File: src/rtl/ift_tag_trace_recorder_if.sv
// Record read-out bus of the tag trace recorder: valid/ready handshake on the
// FIFO head, plus occupancy and the sticky drop flag.
interface ift_tag_trace_recorder_if #(
    parameter int DATA_W = 1,
    parameter int TAG_W  = 32,
    parameter int TS_W   = 32,
    parameter int DEPTH  = 16
);
    logic                            rec_valid;
    logic                            rec_ready;
    logic [TAG_W+DATA_W+TS_W-1:0]    rec_data;
    logic [$clog2(DEPTH):0]          rec_count;
    logic                            overflow;

    // Recorder side drives records out.
    modport master (
        output rec_valid, rec_data, rec_count, overflow,
        input  rec_ready
    );

    // Consumer side (bench or dump engine).
    modport slave (
        input  rec_valid, rec_data, rec_count, overflow,
        output rec_ready
    );
endinterface

File: src/rtl/ift_tag_trace_recorder.sv
// Tag trace recorder: samples {tag_i, sig_i} each enabled cycle and pushes a
// {tag, data, time} record into a show-ahead FIFO whenever the pair changes
// (or on the first enabled cycle after arming).
// Build option IFT_REC_ABS_TIME_EN: time field is the absolute enabled-cycle
// count since reset instead of the delta since the previous record.
module ift_tag_trace_recorder #(
    parameter int DATA_W = 1,
    parameter int TAG_W  = 32,
    parameter int TS_W   = 32,
    parameter int DEPTH  = 16
) (
    input  logic                     clk,
    input  logic                     rst_n,
    input  logic                     en,
    input  logic [DATA_W-1:0]        sig_i,
    input  logic [TAG_W-1:0]         tag_i,
    ift_tag_trace_recorder_if.master rec
);
    localparam int AW    = $clog2(DEPTH);
    localparam int CW    = AW + 1;
    localparam int VAL_W = TAG_W + DATA_W;
    localparam int REC_W = VAL_W + TS_W;

    logic [REC_W-1:0] mem [DEPTH];
    logic [AW-1:0]    wr_ptr, rd_ptr;
    logic [CW-1:0]    count;
    logic             armed;
    logic             ovf;
    logic [TS_W-1:0]  time_cnt;
    logic [VAL_W-1:0] last_val;

    logic [VAL_W-1:0] cur;
    logic [TS_W-1:0]  rec_time;
    logic [TS_W-1:0]  time_inc;
    logic             evt, full, pop, push;

    // Event detection and FIFO handshake decode.
    always_comb begin
        cur      = {tag_i, sig_i};
        evt      = en && (!armed || (cur != last_val));
        full     = (count == CW'(DEPTH));
        pop      = (count != '0) && rec.rec_ready;
        push     = evt && (!full || pop);
        time_inc = (time_cnt == {TS_W{1'b1}}) ? time_cnt : time_cnt + 1'b1;
`ifdef IFT_REC_ABS_TIME_EN
        rec_time = time_cnt;
`else
        // First record after (re)arming always carries time 0.
        rec_time = armed ? time_cnt : '0;
`endif
    end

    // Sampling state: arm flag, last observed value, time counter, drop flag.
    always_ff @(posedge clk or negedge rst_n) begin
        if (!rst_n) begin
            armed    <= 1'b0;
            last_val <= '0;
            time_cnt <= '0;
            ovf      <= 1'b0;
        end else begin
            if (en) begin
                armed <= 1'b1;
`ifdef IFT_REC_ABS_TIME_EN
                time_cnt <= time_inc;
`else
                time_cnt <= evt ? TS_W'(1) : time_inc;
`endif
                // Last value tracks events even when the record is dropped.
                if (evt) last_val <= cur;
            end else begin
                armed <= 1'b0;
            end
            if (evt && full && !pop) ovf <= 1'b1;
        end
    end

    // FIFO pointers and occupancy.
    always_ff @(posedge clk or negedge rst_n) begin
        if (!rst_n) begin
            wr_ptr <= '0;
            rd_ptr <= '0;
            count  <= '0;
        end else begin
            if (push) wr_ptr <= wr_ptr + 1'b1;
            if (pop)  rd_ptr <= rd_ptr + 1'b1;
            case ({push, pop})
                2'b10:   count <= count + 1'b1;
                2'b01:   count <= count - 1'b1;
                default: count <= count;
            endcase
        end
    end

    // Record storage; contents are only visible through rec_valid.
    always_ff @(posedge clk) begin
        if (push) mem[wr_ptr] <= {cur, rec_time};
    end

    assign rec.rec_valid = (count != '0);
    assign rec.rec_data  = (count != '0) ? mem[rd_ptr] : '0;
    assign rec.rec_count = count;
    assign rec.overflow  = ovf;

endmodule

File: src/flat_wrapper.sv
// flat-port wrapper written by rule: the top's interface ports become plain ports
module ift_tag_trace_recorder_flat 
#(
    parameter int DATA_W = 1,
    parameter int TAG_W  = 32,
    parameter int TS_W   = 32,
    parameter int DEPTH  = 16
)
  (clk, rst_n, en, sig_i, tag_i, rec_rec_valid, rec_rec_data, rec_rec_count, rec_overflow, rec_rec_ready);
  ift_tag_trace_recorder_if #(.DATA_W(DATA_W), .TAG_W(TAG_W), .TS_W(TS_W), .DEPTH(DEPTH)) rec_i ();
  input  logic clk;
  input  logic rst_n;
  input  logic en;
  input  logic [DATA_W-1:0] sig_i;
  input  logic [TAG_W-1:0] tag_i;
  output wire logic [$bits(rec_i.rec_valid)-1:0] rec_rec_valid;
  output wire logic [$bits(rec_i.rec_data)-1:0] rec_rec_data;
  output wire logic [$bits(rec_i.rec_count)-1:0] rec_rec_count;
  output wire logic [$bits(rec_i.overflow)-1:0] rec_overflow;
  input wire logic [$bits(rec_i.rec_ready)-1:0] rec_rec_ready;
  assign rec_rec_valid = rec_i.rec_valid;
  assign rec_rec_data = rec_i.rec_data;
  assign rec_rec_count = rec_i.rec_count;
  assign rec_overflow = rec_i.overflow;
  assign rec_i.rec_ready = rec_rec_ready;
  ift_tag_trace_recorder #(.DATA_W(DATA_W), .TAG_W(TAG_W), .TS_W(TS_W), .DEPTH(DEPTH)) u_core (.clk(clk), .rst_n(rst_n), .en(en), .sig_i(sig_i), .tag_i(tag_i), .rec(rec_i));
endmodule
File: config.mk
export PLATFORM = sky130hd
export DESIGN_NAME = ift_tag_trace_recorder_flat
export DESIGN_NICKNAME = d
export VERILOG_FILES = /design/src/rtl/ift_tag_trace_recorder_if.sv /design/src/rtl/ift_tag_trace_recorder.sv /design/src/flat_wrapper.sv
export SDC_FILE = /design/constraint.sdc
export NUM_CORES = 1
export LEC_CHECK = 0
export BUFFER_PORTS_ARGS = -buffer_cell sky130_fd_sc_hd__buf_2
export CELL_PAD_IN_SITES_DETAIL_PLACEMENT = 0
export CELL_PAD_IN_SITES_GLOBAL_PLACEMENT = 1
export CORE_ASPECT_RATIO = 1.25
export CORE_MARGIN = 3
export CORE_UTILIZATION = 30
export DETAILED_ROUTE_END_ITERATION = 12
export GPL_ROUTABILITY_DRIVEN = 0
export PLACE_DENSITY = 0.51
export SYNTH_ARGS = -nofsm -noshare
export SYNTH_HDL_FRONTEND = slang
export SYNTH_SLANG_ARGS = --single-unit
File: constraint.sdc
create_clock -name clk -period 7.8 [get_ports clk]
set_clock_uncertainty 0.1 [all_clocks]
set_input_delay 0.78 -clock clk [delete_from_list [all_inputs] [get_ports clk]]
set_output_delay 0.78 -clock clk [all_outputs]
set_load 0.01 [all_outputs]
==> flow_summary_export.csv, run 1 <==
group,metric,value,unit
detailed_routing,vias_per_cell,4.85,
setup_path,critical_path.top_delay_family,"multiplexers",
floorplan,die_h,432,µm
setup_path,cp.arrival,3.95,ns
place,placed_area,46600,µm²
detailed_routing,ant_nets,0,
grt,antenna_found_initial,16,
synth,synth_edf_count,1040,
synth,dominantRegCellSynth,"edfxtp_1",
detailed_routing,drc,0,
detailed_routing,wire_per_inst,26.2,µm
timing,min_period_over_period,62.0,%
power_and_ir_drop,power,17.7,mW
cts,cts_sinks,1120,
timing,max_freq,0.207,GHz
synth,netlist_instances,2002,
place,placedCellCount,3929,
synth,synth.net_count,2047,
synth,synth.top_cell.area_share,71.5,%
synth,synth.most_common_cell,"edfxtp_1",
floorplan,core.rowCount,155,
setup_path,worstPathRequired,6.92,ns
final_layout,area_delta_synth_final,15.3,%
detailed_routing,totalWireLength,108,mm
run,max-cap-violations,0,
cts,clk_latency,0.72,ns
final_layout,final_cells,4147,
min_path,hp-class,"in -> reg",
setup_path,cp_max_fo,39,
final_layout,nets,2207,
power_and_ir_drop,power_leakage,16.3,nW
timing,rsz0062_at_grt,"no",
synth,synth.area.top_cells,"edfxtp_1, mux4_2, dfrtp_1",
cts,clk_pin_slew_worst_paths,0.06,ns
synth,yosys_warnings,0,
place,dpl.hpwl,59.5,mm
outcome,status,"complete, no violations",
floorplan,start_util,30.4,%
detailed_routing,drtIter0Drc,1512,
setup_path,cpMostUsedCell,"mux4_2",
power_and_ir_drop,ir_drop,0.494,mV
floorplan,coreArea,144000,µm²
setup_path,path_cells,"buf_4 -> mux4_2 -> mux4_2 -> and2_1 -> buf_2",
grt,grt_pass1_wl,157,mm
synth,synth_seq_cells,1120,
detailed_routing,drtPass1Iterations,5,
synth,ys_seq_area_share,76.1,%
setup_path,cpPeakStageDelay,0.86,ns
timing,fin_crit,4.83,ns
grt,grt_pass1_vias,21900,
setup_path,critPathBufInv,2,
cts,ctsResizeCount,0,
synth,synth-async-reset-ratio,7.14,%
cts,h-tree-depth,3,
synth,synth_area,43700,µm²
timing,finalSetupTns,0,ns
grt,grt.overflow.total,0,
timing,hold_violations,0,
timing,setup_violations,0,
cts,cts-root-buf,"clkbuf_16",
floorplan,die_x,347,µm
final_layout,fin_util,35.0,%
place,port_buffers,108,
timing,drv_slew,0,
detailed_routing,vias,20100,
setup_path,crit_type,"reg -> out",
floorplan,ioPinCount,109,
floorplan,dieArea,150000,µm²
cts,cts_buffer_depth,3,
cts,cts_tree,"built",
power_and_ir_drop,power.density,352,nW/µm²
setup_path,cp-end-kind,"output port",
synth,yosys-top-cells-count,"edfxtp_1, mux4_2, nand2_1",
synth,avgSynthCellArea,21.8,µm²
grt,track_usage,14.5,%
final_layout,design_area,50300,µm²
synth,synth_cell_types,50,
timing,hold_ws,0.210,ns
setup_path,crit_slowest_cell,"dfrtp_4",
timing,slew_headroom,29.3,%
cts,cts_buffers,114,
place,detailedPlace.worstSlack,3.13,ns
final_layout,drive_above_1_share,29.3,%
setup_path,setup.worst_path.start_class,"flip-flop",
timing,worstMarginPinSlew,1.06,ns
timing,worst_slack,2.97,ns
synth,yosys.area.top_type,"edfxtp_1",
grt,grt_max_degree,148,
placed cells by master (no fill, tap or decap), drive strengths merged, types with 11 or more instances in the layout:
cell type / instances
nand4: 18
o21ai: 23
edfxtp: 1040
nor2: 26
xor2: 44
or3: 13
nand3: 11
clkinv: 31
nand2: 111
and3: 13
dfrtp: 80
and2: 109
buf: 143
a21oi: 17
inv: 19
mux4: 325
clkbuf: 160
registers in the layout (all words and copies together) (netlist names):
name / count
u_core.mem: 1040
u_core.last_val: 33
u_core.time_cnt: 32
u_core.rec.rec_count: 5
u_core.rd_ptr: 4
u_core.wr_ptr: 4
u_core.armed: 1
u_core.rec.overflow: 1
path summary, 6_finish.rpt:
check,slack (ns),startpoint,depth (start not counted),end
max,2.97,u_core.rd_ptr[0]$_DFFE_PN0N_,5,rec_rec_data[25]
min,0.21,en,1,u_core.armed$_DFF_PN0_
max reg2reg,3.88,u_core.last_val[26]$_DFFE_PN0P_,14,u_core.rec.rec_count[4]$_DFFE_PN0P_
min reg2reg,0.39,u_core.last_val[1]$_DFFE_PN0P_,2,u_core.last_val[1]$_DFFE_PN0P_
max in group asynchronous,5.91,rst_n,3,u_core.last_val[10]$_DFFE_PN0P_
min in group asynchronous,0.39,rst_n,2,u_core.rd_ptr[1]$_DFFE_PN0N_
cell type report:
cell class / instances / area [µm²]
Antenna cell: 7 / 17.5
Clock buffer: 160 / 3140
Clock inverter: 50 / 583
Fill cell: 13300 / 93400
Inverter: 14 / 52.6
Multi-Input combinational cell: 768 / 10000
Sequential cell: 1120 / 33200
Tap cell: 1884 / 2360
Timing Repair Buffer: 144 / 903
worst register-to-register path: cells and delay by family (launching register included):
kind	cells	cell delay, ns
xor gates and xnor gates	3	0.48
muxes	1	0.23
DFF	1	0.39
buffers and inverters	1	0.27
adders and majority gates	1	0.24
and+or+nand+nor	5	1.18
AOI/OAI and AO/OA	3	0.97
cell families after synthesis:
logic type	after synthesis	share of synthesized area, %
AOI/OAI and AO/OA	51	0.722
DFF	1120	76.1
buffers and inverters	114	1.07
adders and majority gates	8	0.229
muxes	327	16.8
and+or+nand+nor	328	3.96
xor gates and xnor gates	54	1.08
timing repair:
action                     4_1_cts  5_1_grt
setup endpoints to repair        0        0
buffers inserted                 0        0
hold endpoints to repair        14        0
hold buffers                     1        0
per-layer routing:
layer	global-route usage (%)	vias to the layer above	wire [µm]
li1	-	8581	-
met1	17.5	10900	43600
met2	26.4	421	57700
met3	2.34	146	4370
met4	4.74	2	2800
met5	0	-	12
power by group:
| group | internal, mW | switching (mW) |
|---|---|---|
| Sequential | 7.10 | 0.323 |
| Clock | 3.14 | 2.28 |
| Combinational | 2.31 | 2.56 |
| Total | 12.5 | 5.16 |
(Power assumes the default switching activity.)
==> inputs of run 2 (changes only) <==
==> constraint.sdc (replaced) <==
create_clock -name clk -period 4.8 [get_ports clk]
set_clock_uncertainty 0.1 [all_clocks]
set_input_delay 0.48 -clock clk [delete_from_list [all_inputs] [get_ports clk]]
set_output_delay 0.48 -clock clk [all_outputs]
set_load 0.01 [all_outputs]
==> flow_summary_export.csv, run 2 (synthesized netlist as in run 1, its figures left out) <==
group,metric,value,unit
grt,track_usage,14.7,%
floorplan,ioPinCount,109,
grt,grt_max_degree,68,
min_path,hold_start,"tag_i[24]",
outcome,status,"complete, no violations",
grt,grtUsageMet2,26.4,%
timing,fin_crit,4.09,ns
cts,h-tree-depth,3,
detailed_routing,ant_nets,0,
floorplan,die_h,432,µm
detailed_routing,totalWireLength,109,mm
place,placed_area,47200,µm²
grt,antenna_found_initial,10,
floorplan,start_util,30.4,%
cts,cts_buffers,114,
place,detailedPlace.worstSlack,0.612,ns
setup_path,cpPeakStageDelay,0.81,ns
grt,use_met3,2.35,%
min_path,hp-class,"in -> reg",
floorplan,dieArea,150000,µm²
setup_path,cp-end-kind,"output port",
cts,clk_latency,0.72,ns
setup_path,cpMostUsedCell,"mux4_2",
final_layout,drive_above_1_share,29.9,%
timing,min_period_over_period,85.1,%
timing,hold_ws,0.0741,ns
min_path,holdPathStages,1,
setup_path,rr_worst_depth,13,
cts,clk_pin_slew_worst_paths,0.06,ns
place,dpl.hpwl,62.3,mm
setup_path,cp_max_fo,23,
setup_path,critPathBufInv,2,
final_layout,nets,2276,
detailed_routing,drtIter0Drc,1452,
run,max-cap-violations,0,
detailed_routing,wire_per_inst,25.9,µm
timing,max_freq,0.245,GHz
final_layout,area_delta_synth_final,17.1,%
setup_path,critical_path.top_delay_family,"multiplexers",
timing,setup_violations,0,
cts,cts_tree,"built",
setup_path,crit_slowest_cell,"dfrtp_4",
place,port_buffers,108,
grt,grt_pass1_wl,161,mm
setup_path,r2r_start,"u_core.last_val[26]$_DFFE_PN0P_",
final_layout,reg_top3,"u_core.mem x1040, u_core.last_val x33, u_core.time_cnt x32",
final_layout,top_register,"u_core.mem",
timing,worst_slack,0.713,ns
setup_path,crit_type,"reg -> out",
cts,cts_buffer_depth,3,
final_layout,largest_reg_flops,1040,
floorplan,coreArea,144000,µm²
timing,rsz0062_at_grt,"no",
power_and_ir_drop,ir_drop,0.384,mV
setup_path,path_cells,"buf_4 -> mux4_2 -> mux4_2 -> and2_1 -> buf_2",
cts,cts-root-buf,"clkbuf_16",
detailed_routing,drtPass1Iterations,4,
final_layout,design_area,51100,µm²
grt,grt-busiest-layer,"met2",
final_layout,layout_commonest_cell,"edfxtp_1",
setup_path,worstPathRequired,4.22,ns
grt,grt_pass1_vias,22100,
grt,gr-usage-met1,18.6,%
detailed_routing,drc,0,
power_and_ir_drop,power_leakage,16.7,nW
timing,hold_violations,0,
final_layout,nFillCells,13200,
timing,worstMarginPinSlew,0.901,ns
detailed_routing,vias_per_cell,4.82,
floorplan,core.rowCount,155,
setup_path,setup.worst_path.start_class,"flip-flop",
final_layout,regArea,33200,µm²
power_and_ir_drop,power.density,564,nW/µm²
setup_path,cp.arrival,3.51,ns
final_layout,most-common-layout-cells,"edfxtp_1, mux4_2, clkbuf_16",
floorplan,die_x,347,µm
timing,drv_slew,0,
setup_path,critical_path_cell_count,5,
timing,slew_headroom,39.9,%
grt,grt.overflow.total,0,
cts,cts_sinks,1120,
detailed_routing,vias,20300,
final_layout,multi_input_comb_area,10000,µm²
setup_path,critPathLaunch,"u_core.rd_ptr[0]$_DFFE_PN0N_",
-- run 2: per-stage QoR --
step | utilization, % | cells | setup TNS (ns) | power (mW)
2_1_floorplan | - | 2002 | -452.84 | 17.4
3_3_place_gp | 32.9 | 3975 | 0 | 20.7
3_5_place_dp | 32.9 | 3975 | 0 | 20.8
4_1_cts | 35.6 | 4207 | 0 | 29.6
5_1_grt | 35.6 | 4208 | 0 | 30.3
6_report | 35.6 | 4213 | 0 | 28.8
-- run 2: final cells by class --
cell class	count	share of cell area (%)
Inverter	14	0.103
Clock inverter	48	1.07
Clock buffer	160	6.02
Antenna cell	6	0.0294
Multi-Input combinational cell	768	19.7
Sequential cell	1120	65.0
Timing Repair Buffer	213	3.46
Tap cell	1884	4.61
-- run 2: per-layer routing --
layer / routed length (µm) / vias up / share of wire (%)
met5: 0 / - / 0
met4: 1810 / 0 / 1.7
met3: 3880 / 122 / 3.5
met2: 58200 / 384 / 53
met1: 45400 / 11100 / 42
li1: - / 8713 / -
-- run 2: path summary, 6_finish.rpt --
kind,endpoint,slack [ns]
worst max-delay path,rec_rec_data[14],0.71
worst min-delay path,u_core.mem[2][57]$_DFFE_PP_,0.07
worst max register to register,u_core.rec.rec_count[4]$_DFFE_PN0P_,1.04
worst min register to register,u_core.rec.overflow$_DFFE_PN0P_,0.38
max in group asynchronous,u_core.wr_ptr[1]$_DFFE_PN0P_,3.27
min in group asynchronous,u_core.rec.rec_count[0]$_DFFE_PN0P_,0.30
-- run 2: timing repair --
action	4_1_cts	5_1_grt
buffers inserted	0	0
hold buffers	24	0
gates resized for setup	0	0
setup endpoints to repair	0	0
endpoints found under the hold margin	206	0
-- run 2: power by group --
part	switching, mW	internal [mW]	leakage (nW)	total [mW]
clock network	3.69	4.95	1.73	8.64
registers	0.535	11.5	10.7	12.1
logic	4.19	3.95	4.28	8.14
-- run 2: worst reg2reg max path: stages (launching register included) --
cell and delay (ns):
dfrtp_1 0.38, xor2_1 0.22, nor4_1 0.35, nand3_1 0.31, o41a_2 0.68, nor2_2 0.26, xor2_1 0.11, ha_1 0.22
nor2_1 0.17, nor2_1 0.08, a21o_1 0.20, a21oi_1 0.18, mux2i_1 0.25, xor2_1 0.15
==> inputs of run 3 (changes only) <==
--- a/config.mk
+++ b/config.mk
@@ -13,7 +13,7 @@
 export CORE_UTILIZATION = 30
 export DETAILED_ROUTE_END_ITERATION = 12
 export GPL_ROUTABILITY_DRIVEN = 0
-export PLACE_DENSITY = 0.51
+export PLACE_DENSITY = 0.52
 export SYNTH_ARGS = -nofsm -noshare
 export SYNTH_HDL_FRONTEND = slang
 export SYNTH_SLANG_ARGS = --single-unit
==> flow_summary_export.csv, run 3 (synthesized netlist as in run 1, its figures left out) <==
group,metric,value,unit
setup_path,critical_path_cell_count,5,
final_layout,design_area,51000,µm²
cts,cts_buffers,113,
final_layout,top_register,"u_core.mem",
setup_path,critPathLaunch,"u_core.rd_ptr[0]$_DFFE_PN0N_",
setup_path,rr_worst_depth,13,
detailed_routing,wire_per_inst,25.8,µm
setup_path,cp.arrival,3.64,ns
place,port_buffers,108,
final_layout,reg_top3,"u_core.mem x1040, u_core.last_val x33, u_core.time_cnt x32",
setup_path,crit_path_end,"rec_rec_data[57]",
cts,h-tree-depth,3,
detailed_routing,drc,0,
min_path,hp-class,"in -> reg",
floorplan,die_h,432,µm
timing,max_freq,0.237,GHz
final_layout,nets,2262,
grt,track_usage,14.5,%
floorplan,dieArea,150000,µm²
setup_path,cpPeakStageDelay,0.86,ns
detailed_routing,totalWireLength,108,mm
setup_path,worstPathRequired,4.22,ns
setup_path,crit_type,"reg -> out",
min_path,holdPathStages,3,
floorplan,coreArea,144000,µm²
setup_path,critical_path.top_delay_family,"multiplexers",
final_layout,area_delta_synth_final,16.9,%
power_and_ir_drop,power.density,564,nW/µm²
detailed_routing,vias,20200,
timing,min_period_over_period,88.0,%
grt,grt_pass1_vias,22200,
place,dpl.hpwl,62.0,mm
floorplan,start_util,30.4,%
timing,rsz0062_at_grt,"no",
detailed_routing,drtPass1Iterations,5,
timing,fin_crit,4.22,ns
timing,drv_slew,0,
timing,hold_violations,0,
run,max-cap-violations,0,
power_and_ir_drop,power,28.8,mW
cts,ctsResizeCount,0,
setup_path,path_cells,"buf_12 -> mux4_2 -> mux4_2 -> and2_1 -> buf_2",
cts,cts-root-buf,"clkbuf_16",
final_layout,fin_util,35.5,%
detailed_routing,ant_nets,0,
setup_path,crit_slowest_cell,"dfrtp_4",
grt,grt_pass1_wl,158,mm
cts,cts_tree,"built",
timing,finalSetupTns,0,ns
grt,grt.overflow.total,0,
cts,clk_pin_slew_worst_paths,0.06,ns
power_and_ir_drop,power_leakage,16.7,nW
final_layout,layout_commonest_cell,"edfxtp_1",
setup_path,reg2reg_slack,0.93,ns
cts,cts_sinks,1120,
final_layout,largest_reg_flops,1040,
final_layout,most-common-layout-cells,"edfxtp_1, mux4_2, clkbuf_16",
setup_path,r2r-end,"u_core.rec.rec_count[4]$_DFFE_PN0P_",
timing,setup_violations,0,
final_layout,drive_above_1_share,30.5,%
floorplan,ioPinCount,109,
power_and_ir_drop,ir_drop,0.652,mV
outcome,status,"complete, no violations",
timing,worstMarginPinSlew,0.975,ns
grt,antenna_found_initial,8,
setup_path,cp-end-kind,"output port",
setup_path,setup.worst_path.start_class,"flip-flop",
setup_path,cp_max_fo,61,
detailed_routing,vias_per_cell,4.82,
cts,clk_latency,0.71,ns
cts,cts_buffer_depth,3,
grt,grt_max_degree,76,
setup_path,r2r_start,"u_core.last_val[26]$_DFFE_PN0P_",
setup_path,cpMostUsedCell,"mux4_2",
place,placed_area,47200,µm²
timing,slew_headroom,35.0,%
detailed_routing,drtIter0Drc,1715,
setup_path,critPathBufInv,2,
floorplan,die_x,347,µm
floorplan,core.rowCount,155,
-- run 3: worst min path at each step --
stage	start	endpoint	slack [ns]
3_3_place_gp	u_core.rec.overflow$_DFFE_PN0P_	u_core.rec.overflow$_DFFE_PN0P_	0.37
4_1_cts	tag_i[27]	u_core.last_val[28]$_DFFE_PN0P_	0.002
2_1_floorplan	rst_n	u_core.armed$_DFF_PN0_	0.08
5_1_grt	tag_i[17]	u_core.last_val[18]$_DFFE_PN0P_	0.05
3_5_place_dp	u_core.rec.overflow$_DFFE_PN0P_	u_core.rec.overflow$_DFFE_PN0P_	0.37
6_report	tag_i[17]	u_core.last_val[18]$_DFFE_PN0P_	0.06
-- run 3: stage by stage --
stage	setup WS [ns]	instances	hold WS, ns
detailed placement	0.503	3969	0.365
floorplan	-1.73	2002	0.0844
global route	0.354	4198	0.0506
CTS	0.422	4197	0.00169
finish	0.577	4200	0.0642
global placement	0.449	3969	0.368
-- run 3: cell type report --
type / instances / area, µm²
Tap cell: 1884 / 2360
Inverter: 14 / 52.6
Sequential cell: 1120 / 33200
Clock inverter: 58 / 571
Fill cell: 13200 / 92700
Timing Repair Buffer: 200 / 1690
Antenna cell: 3 / 7.51
Multi-Input combinational cell: 768 / 10000
Clock buffer: 153 / 3060
-- run 3: report_power, final --
part           internal, mW  switching (mW)  total, mW
Sequential             11.5           0.552       12.1
Combinational          3.91            4.15       8.07
Clock                  4.96            3.68       8.63
Total                  20.4            8.38       28.8
-- run 3: tightest hold or removal path, delay by kind of cell --
family        cells  cell delay, ns
buf+inv           1            0.21
simple gates      2            0.14
-- run 3: timing repair --
| action | 4_1_cts | 5_1_grt |
|---|---|---|
| buffers inserted | 0 | 0 |
| endpoints found under the hold margin | 70 | 0 |
| hold buffers | 17 | 0 |
-- run 3: per-layer routing --
metal  share of wire (%)  routed length (µm)  GRT usage, %
met1                  41               44000          17.9
met2                  53               57500          26.2
met3                 3.9                4180          2.14
met4                 2.4                2580          4.72
met5               0.025                  27             0
